File: config.mk
export PLATFORM = sky130hd
export DESIGN_NAME = rs485_port_ctrl
export DESIGN_NICKNAME = d
export VERILOG_FILES = /design/src/rtl/rs485_port_ctrl.sv
export SDC_FILE = /design/constraint.sdc
export NUM_CORES = 1
export LEC_CHECK = 0
export CAP_MARGIN = 15
export CORE_MARGIN = 1.5
export CORE_UTILIZATION = 30
export CTS_CLUSTER_SIZE = 28
export DETAILED_ROUTE_END_ITERATION = 12
export GPL_TIMING_DRIVEN = 0
export SLEW_MARGIN = 20
export SYNTH_ARGS = -nofsm -noshare
export SYNTH_HDL_FRONTEND = slang
export SYNTH_SLANG_ARGS = --single-unit
File: constraint.sdc
create_clock -name clk -period 2.3 [get_ports clk]
set_input_delay 0.575 -clock clk [delete_from_list [all_inputs] [get_ports clk]]
set_output_delay 0.575 -clock clk [all_outputs]
set_load 0.005 [all_outputs]
File: src/rtl/rs485_port_ctrl.sv
// rs485_port_ctrl: runtime mode control for a bank of RS-485 half-duplex
// transceivers. Each channel is off, tx-only, rx-only or half-duplex with
// driver-enable guard times around every transmission.
module rs485_port_ctrl #(
  parameter int                  CH_NUM    = 22,
  parameter int                  PRE_CYC   = 4,
  parameter int                  POST_CYC  = 4,
  parameter logic [2*CH_NUM-1:0] MODE_INIT = {2*CH_NUM{1'b0}},
  localparam int                 CHW       = (CH_NUM > 1) ? $clog2(CH_NUM) : 1
) (
  input  logic              clk,
  input  logic              n_rst,
  input  logic              cfg_wr,
  input  logic [CHW-1:0]    cfg_ch,
  input  logic [1:0]        cfg_mode,
  input  logic [CH_NUM-1:0] tx_en,
  input  logic [CH_NUM-1:0] tx_d,
  output logic [CH_NUM-1:0] tx_rdy,
  output logic [CH_NUM-1:0] rx_q,
  output logic [CH_NUM-1:0] busy,
  input  logic [CH_NUM-1:0] pad_r,
  output logic [CH_NUM-1:0] pad_d,
  output logic [CH_NUM-1:0] pad_de,
  output logic [CH_NUM-1:0] pad_nre
);

  // The guard counter only has to hold the larger of the two guard lengths minus one.
  localparam int CNT_MAX = (PRE_CYC > POST_CYC) ? PRE_CYC : POST_CYC;
  localparam int CW      = (CNT_MAX > 1) ? $clog2(CNT_MAX) : 1;

  localparam logic [CW-1:0] PRE_LOAD  = CW'(PRE_CYC - 1);
  localparam logic [CW-1:0] POST_LOAD = CW'(POST_CYC - 1);

  localparam logic [1:0] MODE_OFF = 2'b00;
  localparam logic [1:0] MODE_TX  = 2'b01;
  localparam logic [1:0] MODE_RX  = 2'b10;
  localparam logic [1:0] MODE_HD  = 2'b11;

  typedef enum logic [1:0] {
    IDLE = 2'd0,
    PRE  = 2'd1,
    TX   = 2'd2,
    POST = 2'd3
  } state_t;

  for (genvar i = 0; i < CH_NUM; i++) begin : g_ch
    state_t        state;
    logic [CW-1:0] cnt;
    logic [1:0]    mode;
    logic [1:0]    pend_mode;
    logic          pend_valid;
    logic          sync_ff;
    logic          cfg_hit;
    logic          hd_start;
    logic          post_done;
    logic          de_nxt;
    logic          nre_nxt;
    logic          d_nxt;
    logic          rdy_nxt;
    logic          busy_nxt;
    logic          de_q;
    logic          nre_q;
    logic          d_q;
    logic          rdy_q;
    logic          busy_q;
    logic          rx_qq;

    assign cfg_hit   = cfg_wr && (cfg_ch == CHW'(i));
    assign hd_start  = (state == IDLE) && (mode == MODE_HD) && tx_en[i];
    assign post_done = (state == POST) && (cnt == '0);

    // Pin values for the next cycle, decoded from the current mode and sequencer state.
    always_comb begin
      de_nxt   = 1'b0;
      nre_nxt  = 1'b1;
      d_nxt    = 1'b0;
      rdy_nxt  = 1'b0;
      busy_nxt = 1'b0;
      unique case (mode)
        MODE_OFF: begin
        end
        MODE_TX: begin
          de_nxt  = 1'b1;
          d_nxt   = tx_d[i];
          rdy_nxt = 1'b1;
        end
        MODE_RX: begin
          nre_nxt = 1'b0;
        end
        default: begin
          unique case (state)
            IDLE: begin
              nre_nxt = 1'b0;
            end
            TX: begin
              de_nxt   = 1'b1;
              d_nxt    = tx_d[i];
              rdy_nxt  = 1'b1;
              busy_nxt = 1'b1;
            end
            default: begin
              de_nxt   = 1'b1;
              d_nxt    = 1'b1;
              busy_nxt = 1'b1;
            end
          endcase
        end
      endcase
    end

    // Direction sequencer, mode/pending-mode bookkeeping, receive synchroniser and output registers.
    always_ff @(posedge clk or negedge n_rst) begin
      if (!n_rst) begin
        state      <= IDLE;
        cnt        <= '0;
        mode       <= MODE_INIT[2*i +: 2];
        pend_mode  <= MODE_INIT[2*i +: 2];
        pend_valid <= 1'b0;
        sync_ff    <= 1'b1;
        rx_qq      <= 1'b1;
        de_q       <= 1'b0;
        nre_q      <= 1'b1;
        d_q        <= 1'b0;
        rdy_q      <= 1'b0;
        busy_q     <= 1'b0;
      end else begin
        de_q    <= de_nxt;
        nre_q   <= nre_nxt;
        d_q     <= d_nxt;
        rdy_q   <= rdy_nxt;
        busy_q  <= busy_nxt;
        sync_ff <= pad_r[i];
        rx_qq   <= nre_nxt ? 1'b1 : sync_ff;

        unique case (state)
          IDLE: begin
            if (hd_start) begin
              state <= PRE;
              cnt   <= PRE_LOAD;
            end
          end
          PRE: begin
            if (cnt == '0) begin
              state <= TX;
            end else begin
              cnt <= cnt - 1'b1;
            end
          end
          TX: begin
            if (!tx_en[i]) begin
              state <= POST;
              cnt   <= POST_LOAD;
            end
          end
          POST: begin
            if (cnt == '0) begin
              state <= IDLE;
            end else begin
              cnt <= cnt - 1'b1;
            end
          end
        endcase

        if (post_done) begin
          if (cfg_hit) begin
            mode <= cfg_mode;
          end else if (pend_valid) begin
            mode <= pend_mode;
          end
          pend_valid <= 1'b0;
        end else if (cfg_hit) begin
          if ((state == IDLE) && !hd_start) begin
            mode <= cfg_mode;
          end else begin
            pend_mode  <= cfg_mode;
            pend_valid <= 1'b1;
          end
        end
      end
    end

    assign pad_de[i]  = de_q;
    assign pad_nre[i] = nre_q;
    assign pad_d[i]   = d_q;
    assign tx_rdy[i]  = rdy_q;
    assign busy[i]    = busy_q;
    assign rx_q[i]    = rx_qq;
  end

endmodule

; Word-level counts from Yosys, hierarchy flattened
; Index checks and enable logic that the tools add are counted.
[op_classes]
n_mux = 550
n_reduce_logical = 463
n_addsub = 22
bitwise_logic = 44
n_eq_ne = 285
[ops]
columns = cell, n
row1 = 2-bit two-way mux, 242
row2 = 2-bit != test (second input constant), 110
row3 = 1-bit case mux with 2 select lines, 110
row4 = 3-bit AND reduction, 66
row5 = 2-bit == test (second input constant), 88
row6 = 2-bit case mux with 4 select lines, 22
row7 = 1-bit two-way mux, 154
row8 = 2-bit logical NOT, 66
row9 = 2-bit case mux with 3 select lines, 22
row10 = 2-bit nonzero test, 66
row11 = 2-bit OR reduction, 66
row12 = 1-bit logical AND, 110
row13 = 2-bit by 1-bit == test with 1-bit output (second input constant), 44
row14 = 4-bit AND reduction, 22
row15 = 3-bit OR reduction, 22
row16 = 2-bit by 1-bit != test with 1-bit output (second input constant), 22
row17 = 1-bit NOT, 44
row18 = 2-bit AND reduction, 22
row19 = 2-bit by 1-bit subtractor with 2-bit output (second input constant), 22
row20 = 5-bit by 4-bit == test with 1-bit output (second input constant), 8
row21 = 5-bit == test (second input constant), 6
row22 = 1-bit logical NOT, 22
row23 = 5-bit by 3-bit == test with 1-bit output (second input constant), 4
row24 = 5-bit by 2-bit == test with 1-bit output (second input constant), 2
row25 = other kinds (2), 2
[word_totals]
wordCells = 1628
out_inout_bits = 132
regBits = 352
in_bits = 76

; Logic depth before layout (Yosys ltp)
; Gate-level depths: netlist of run 1.
[logic_depth]
word_depth = 8
ltp_mapped = 7
depth_no_buf = 6

; Worst setup path after synthesis of run 1
; Ideal clock, no wire load.
[synth_path]
path_type = input to register
from = input cfg_ch[1]
to = register g_ch[0].mode[0]
cell_stages = 6
path_slack_ps = 283
arrival_time_ps = 1892
path_buffers = 2
required_time_ps = 2175
setup_ps = 125
path_cell_list = buf_2 -> nor4b_4 -> buf_4 -> nand4_1 -> a21oi_2 -> mux2_2
[synth_between]
elab_chain_cells = 4
[synth_rtl]
columns = item, line
row1 = start: declaration, 14  ; input logic [CHW-1:0] cfg_ch,
row2 = 5-bit logical NOT (*), 68  ; assign cfg_hit = cfg_wr && (cfg_ch == CHW'(i));
row3 = 1-bit logical AND (*), 68
row4 = 2-bit nonzero test (no source line) / 2-bit two-way mux (equally long branches), --
row5 = 3-bit AND reduction (no source line) / 2-bit two-way mux (equally long branches), --
row6 = end signal: assignment, 116  ; mode <= MODE_INIT[2*i +: 2];
row7 = end signal: assignment, 166  ; mode <= cfg_mode;
row8 = end signal: assignment, 168  ; mode <= pend_mode;
row9 = end: declaration, 49  ; logic [1:0] mode;
; Every way passes the cells marked *; elsewhere a longest branch is shown, timed or not.
; A chain may end at the register's enable or synchronous reset.

; Worst setup path in the final report of run 1
[layout_path]
from = register g_ch[7].nre_q
to = output pad_nre[7]
[layout_lines]
columns = item, line
row1 = start: declaration, 62  ; logic nre_q;
row2 = start signal: assignment, 128  ; nre_q <= nre_nxt;
row3 = end: declaration, 24  ; output logic [CH_NUM-1:0] pad_nre
; No word-level cell between the ends.

==> flow_summary.toml, run 1 <==
[placed_design]
place_congestion = 0.775
numPortBuffers = 204
dp_hpwl_um = 28400

[critical_path]
crit_path_max_fanout = 1
cp_cell_sequence = "buf_4 > clkdlybuf4s50_1"
critical_path_class = "register to primary output"
slowest_stage = "dfstp_2"
required_ns = 1.73
startpoint_type = "register"
critPathArrivalTime_ns = 1.68
critPathCaptureType = "primary output"
slowest_delay_ns = 0.52

[logic_synthesis]
synth-edff-count = 0
ys_async_sr_fraction_pct = 100
ys_ff_latch = 352
ys_types = 46
syn_area_mm2 = 0.0174
synth_cells = 1529
synthFlopType = "dfrtp_1"
ys_seq_area_share_pct = 51.0
yosysWarnings = 0
avgSynthCellArea_um2 = 11.4
synth_nets = 1737

[timing]
fin_crit_sh_pct = 97.9
slew_viol_final = 0
worstMarginPinSlew_ns = 1.07
max_slew_margin_pct = 28.9
period_minus_slack_ns = 2.25
setup_viol = 0
hold_violations = 0
finClkSkew_ns = 0.0125
fin_tns_setup_ns = 0
max_freq_ghz = 0.444
rsz0062_at_grt = "no"

[detailed_routing]
drt-total-wl_um = 39900
wl_met3_um = 1810
wl_met2_um = 18800
wire_per_inst_um = 15.4
drt_drc_violations_left = 0
ant_nets = 0
vias = 11800
highest_layer = "met5"
drt_iter0_drc = 515
wl_met1_um = 18100
vias_per_cell = 4.57
drt_pass1_iterations = 5

[pwr]
power_frac_seq_pct = 36.9
combPwrFrac_pct = 37.2
clock_power_share_pct = 25.9
p_leak_nw = 10.4
cellPowerDensity_mw_per_mm2 = 1210
power.internal_w = 0.0180
p_switching_w = 0.00866
irDropWorstVdd_uv = 588
switching_share_pct = 32.5
power.total_w = 0.0266

[min_path]
hp-class = "input pin to asynchronous set/reset pin"

[cts]
ctsHoldBuffers = 0
clk_pin_slew_ns = 0.06
clockBufferDepth = 3
cts_tree = "yes"
cts.root.buffer_cell = "clkbuf_16"
cts_buffers = 43
clock-sinks = 352
clock_latency_ns = 0.57
h-tree-depth = 2

[finish]
most-common-layout-cells = "dfrtp_1 (286), clkdlybuf4s50_1 (197), buf_4 (142), ha_1 (132), inv_1 (128)"
drive_above_1_share_pct = 22.2
final_core_util_pct = 38.2
nFillCells = 5507
fin_nets = 1993
layout_commonest_cell = "dfrtp_1"
ff_latch_area_mm2 = 0.00889
area_growth_pct = 26.4
multi_input_area_mm2 = 0.00698

[global_routing]
grt_pass1_wl_um = 64400
grt_pass1_vias = 12300
grt_use_total_pct = 13.5
overflow = 0
grt_max_degree = 97
antenna_found_initial = 4

[floorplanning]
io_pins = 208
row_count = 88
die-width_um = 244
core_area_mm2 = 0.0576
start_util_pct = 30.3
fp.dieH_um = 244
dieArea_mm2 = 0.0595

[status]
status = "finished clean"

[run]
max_cap_violations = 0
[flip-flops by register name, summed over array words and instances (netlist names)]
signal	cells
g_ch.cnt	44
g_ch.mode	44
g_ch.pend_mode	44
g_ch.state	44
g_ch.busy_q	22
g_ch.d_q	22
g_ch.de_q	22
g_ch.nre_q	22
g_ch.pend_valid	22
g_ch.rdy_q	22
g_ch.rx_qq	22
g_ch.sync_ff	22
[power groups by stage]
| stage | combinational (W) | clock (W) | sequential (W) |
|---|---|---|---|
| floorplan | 0.00693 | 0 | 0.00952 |
| global placement | 0.00956 | 0 | 0.00987 |
| detailed placement | 0.0100 | 0 | 0.00992 |
| CTS | 0.0101 | 0.00718 | 0.00983 |
| global route | 0.0112 | 0.00742 | 0.0101 |
| finish | 0.00991 | 0.00691 | 0.00982 |
[timing repair]
action	CTS	global route
gates resized for setup	16	3
pin swaps	1	2
endpoints found under the setup margin	55	15
endpoints found under the hold margin	0	0
setup buffers	1	3
[layout make-up]
type                    count  area share [%]
flip-flops and latches    352            40.4
multi-input cells         896            31.7
repair buffers            211            9.79
clock buffers              67            5.76
plain buffers             153            5.04
well taps                 765            4.35
inverters                 128            2.18
clock inverters            12           0.784
diodes                      2          0.0227
[metal layers]
layer	track usage, %	up-vias
met2	22.4	236
met5	0	-
met4	5.23	4
met3	2.64	74
met1	17.4	5827
li1	-	5685
[cell families after synthesis]
family | share of synthesized area (%)
and+or+nand+nor | 8.90
buffers and inverters | 9.04
adders and majority gates | 9.48
muxes | 10.2
AOI/OAI and AO/OA | 11.4
DFF | 51.0
[worst paths after layout]
path	from	to	slack, ns	depth (start not counted)
setup / recovery	g_ch[7].nre_q$_DFF_PN1_	pad_nre[7]	0.05	2
hold / removal	n_rst	g_ch[15].cnt[0]$_DFFE_PN0P_	0.004	1
setup reg to reg	g_ch[16].state[0]$_DFFE_PN0P_	g_ch[16].pend_mode[0]$_DFFE_PN0P_	0.35	5
hold reg to reg	g_ch[18].cnt[0]$_DFFE_PN0P_	g_ch[18].cnt[0]$_DFFE_PN0P_	0.46	1
max in group asynchronous	n_rst	g_ch[1].sync_ff$_DFF_PN1_	0.91	3
min in group clk	pad_r[20]	g_ch[20].sync_ff$_DFF_PN1_	0.42	1
[stage by stage]
stage / std cells / worst slack [ns] / cell area, um^2 / hold WS [ns]
after global placement: 2498 / -14.98 / 20400 / 0.453
after floorplan: 1529 / 0.283 / 17400 / 0.279
final: 2586 / 0.0491 / 22000 / 0.00394
after detailed placement: 2501 / -1.12 / 20500 / 0.460
after global routing: 2585 / 0.00120 / 22000 / 0.0427
after CTS: 2581 / 0.00150 / 22000 / 0.00704
[synth_stat cells, types with 6 or more instances]
| library cell | number | share of area (%) |
|---|---|---|
| mux2i_1 | 60 | 3.4 |
| a221oi_1 | 7 | 0.35 |
| buf_4 | 136 | 5.9 |
| or2_2 | 15 | 0.54 |
| or3_1 | 7 | 0.25 |
| dfrtp_1 | 286 | 41 |
| a32oi_1 | 20 | 1.0 |
| a21oi_2 | 7 | 0.35 |
| a21o_1 | 21 | 0.90 |
| buf_2 | 8 | 0.23 |
| and3_1 | 12 | 0.43 |
| inv_1 | 128 | 2.8 |
| o21a_1 | 6 | 0.26 |
| a22o_1 | 28 | 1.4 |
| clkbuf_1 | 8 | 0.17 |
| nor2_1 | 105 | 2.3 |
| nand4_1 | 10 | 0.36 |
| a221o_1 | 9 | 0.52 |
| mux2_2 | 89 | 5.8 |
| dfstp_2 | 66 | 10 |
| and4_1 | 20 | 1.0 |
| nand3_1 | 31 | 0.89 |
| a21oi_1 | 67 | 1.9 |
| mux2_1 | 15 | 0.97 |
| nand2_1 | 81 | 1.7 |
| o21ai_0 | 48 | 1.4 |
| a22oi_1 | 22 | 0.95 |
| nor2b_1 | 12 | 0.43 |
| a21boi_0 | 45 | 1.9 |
| ha_1 | 132 | 9.5 |
[worst max-delay path, delay by kind of cell (launching register included)]
kind | cells | cell delay, ns
buffers and inverters | 2 | 0.59
flip-flops | 1 | 0.52
(Power assumes the default switching activity.)
==> run 2, diff against run 1 <==
--- a/config.mk
+++ b/config.mk
@@ -8,6 +8,7 @@
 export CAP_MARGIN = 15
 export CORE_MARGIN = 1.5
 export CORE_UTILIZATION = 30
+export CTS_BUF_LIST = sky130_fd_sc_hd__clkbuf_8
 export CTS_CLUSTER_SIZE = 28
 export DETAILED_ROUTE_END_ITERATION = 12
 export GPL_TIMING_DRIVEN = 0
==> run 2 against run 1 <==
Effect of this change: via count is 1.1% higher; critical path depth is 4 higher; count of clock-buffer cells in the layout increased by 21; die area did not move; cell count increased by 1.9%; highest routed layer unchanged; design area decreased by 0.20%; largest power group is now registers; maximum frequency rose by 0.58%; first-iteration DRC count decreased by 2.1%; sequential power is essentially flat; non-clock buffer count shrank 1; clock skew increased by 0.0035 ns; global-route usage is 0.12 points higher.
==> flow_summary.toml, run 2 (synthesis results as in run 1) <==
[status]
status = "finished clean"

[pwr]
p_leak_nw = 10.6
power_frac_seq_pct = 37.6
p_switching_w = 0.00874
switching_share_pct = 33.5
irDropWorstVdd_uv = 452
cellPowerDensity_mw_per_mm2 = 1190
power.internal_w = 0.0174
combPwrFrac_pct = 37.3
clock_power_share_pct = 25.0

[detailed_routing]
drt_pass1_iterations = 5
vias_per_cell = 4.54
drt_iter0_drc = 504
drt_drc_violations_left = 0
ant_nets = 0
vias = 12000
drt-total-wl_um = 40100
wire_per_inst_um = 15.2

[finish]
most-common-layout-cells = "dfrtp_1 (286), inv_1 (156), clkdlybuf4s50_1 (156), buf_4 (137), ha_1 (132)"
area_growth_pct = 26.1
drive_above_1_share_pct = 23.5
layout_commonest_cell = "dfrtp_1"
fin_nets = 2018
fin_cells = 2634

[global_routing]
antenna_found_initial = 3
grt_pass1_wl_um = 64800
overflow = 0
grt_max_degree = 97
grt_use_total_pct = 13.7
grt_pass1_vias = 12500

[timing]
hold_ws_ns = 0.336
rsz0062_at_grt = "no"
setup_viol = 0
period_minus_slack_ns = 2.24
fin_crit_sh_pct = 97.3
worstMarginPinSlew_ns = 1.04
max_freq_ghz = 0.447
slew_viol_final = 0
max_slew_margin_pct = 30.8
finClkSkew_ns = 0.0159
hold_violations = 0

[placed_design]
numPortBuffers = 204
dp_cells = 2501
dp_hpwl_um = 28400
place_congestion = 0.775

[cts]
cts.root.buffer_cell = "clkbuf_8"
clockBufferDepth = 3
clock_latency_ns = 0.63
clk_pin_slew_ns = 0.06
cts_tree = "yes"
cts_buffers = 69
clock-sinks = 352
h-tree-depth = 3

[critical_path]
reg2reg_slack_ns = 0.36
critPathCaptureType = "register"
r2r-end = "g_ch[16].pend_mode[0]$_DFFE_PN0P_"
rr_startpoint = "g_ch[16].state[0]$_DFFE_PN0P_"
critPathArrivalTime_ns = 2.75
r2r_cells = 5
critical_path_class = "input pin to register"
crit_path_max_fanout = 10
startpoint_type = "input pin"
required_ns = 2.81

[floorplanning]
start_util_pct = 30.3
core_area_mm2 = 0.0576
dieArea_mm2 = 0.0595
fp.dieH_um = 244
io_pins = 208
row_count = 88
die-width_um = 244

[min_path]
hold-path-cell-count = 1
worstHoldStart = "pad_r[20]"
hp-class = "input pin to register"
hold_end = "g_ch[20].sync_ff$_DFF_PN1_"

[run]
max_cap_violations = 0
-- run 2: changes by cell type in the layout (fill, tap and decap cells not counted), moves of 2 or more --
cell,change
clkinvlp_4,+4
clkbuf_1,-16
clkbuf_4,+2
clkbuf_8,+82
clkdlybuf4s50_1,-41
dlygate4sd2_1,+42
buf_4,-5
clkbuf_16,-45
inv_1,+28
-- run 2: critical path, stage by stage --
cell,delay [ns]
clkdlybuf4s50_1,0.57
and4bb_2,0.58
buf_4,0.30
nand4_1,0.14
a21oi_1,0.23
mux2_2,0.36
-- run 2: final cells by class --
cell class / count / area [um^2]
repair buffers: 210 / 2100
diodes: 2 / 5.00
clock inverters: 40 / 253
fillers: 5553 / 35600
inverters: 128 / 480
flip-flops and latches: 352 / 8890
plain buffers: 153 / 1110
clock buffers: 88 / 1210
well taps: 765 / 957
multi-input cells: 896 / 6970
-- run 2: layer usage --
layer / wire, um / global-route usage, % / part of all wire, % / up-vias
li1: - / - / - / 5749
met1: 18100 / 17.3 / 45 / 5895
met2: 18800 / 22.4 / 47 / 238
met3: 2140 / 3.40 / 5.3 / 69
met4: 1020 / 5.28 / 2.5 / 4
met5: 23 / 0 / 0.057 / -
-- run 2: power groups by stage --
stage	clock [W]	combinational [W]	sequential, W
final	0.00654	0.00974	0.00981
after global routing	0.00709	0.0110	0.0101
after CTS	0.00683	0.00989	0.00983
after detailed placement	0	0.0100	0.00992
after global placement	0	0.00956	0.00987
after floorplan	0	0.00693	0.00952
-- run 2: how the worst max path moves through the flow --
stage | cells after the start | startpoint | endpoint | slack [ns]
finish | 6 | cfg_ch[4] | g_ch[1].mode[0]$_DFFE_PN0P_ | 0.06
global route | 6 | cfg_ch[4] | g_ch[1].mode[0]$_DFFE_PN0P_ | 0.01
CTS | 2 | g_ch[0].de_q$_DFF_PN0_ | pad_de[0] | 0.003
detailed placement | 4 | cfg_mode[0] | g_ch[18].pend_mode[0]$_DFFE_PN0P_ | -1.12
global placement | 1 | n_rst | g_ch[1].busy_q$_DFF_PN0_ | -14.98
floorplan | 6 | cfg_ch[1] | g_ch[0].mode[0]$_DFFE_PN0P_ | 0.28
-- run 2: repair_timing --
action | CTS | global route
endpoints found under the setup margin | 82 | 25
hold endpoints to repair | 56 | 0
hold buffers | 1 | 0
pin swaps | 1 | 0
gates resized for setup | 52 | 6
setup buffers | 0 | 2
-- run 2: stage by stage --
| step | setup TNS, ns | util (%) | instance area, um^2 | worst slack, ns | power, W |
|---|---|---|---|---|---|
| after floorplan | 0 | - | 17400 | 0.283 | 0.0164 |
| after global placement | -5003.56 | 35.5 | 20400 | -14.98 | 0.0194 |
| after detailed placement | -63.67 | 35.6 | 20500 | -1.12 | 0.0199 |
| after CTS | 0 | 38.1 | 21900 | 0.00315 | 0.0266 |
| after global routing | 0 | 38.1 | 22000 | 0.0112 | 0.0282 |
| final | 0 | 38.2 | 22000 | 0.0620 | 0.0261 |
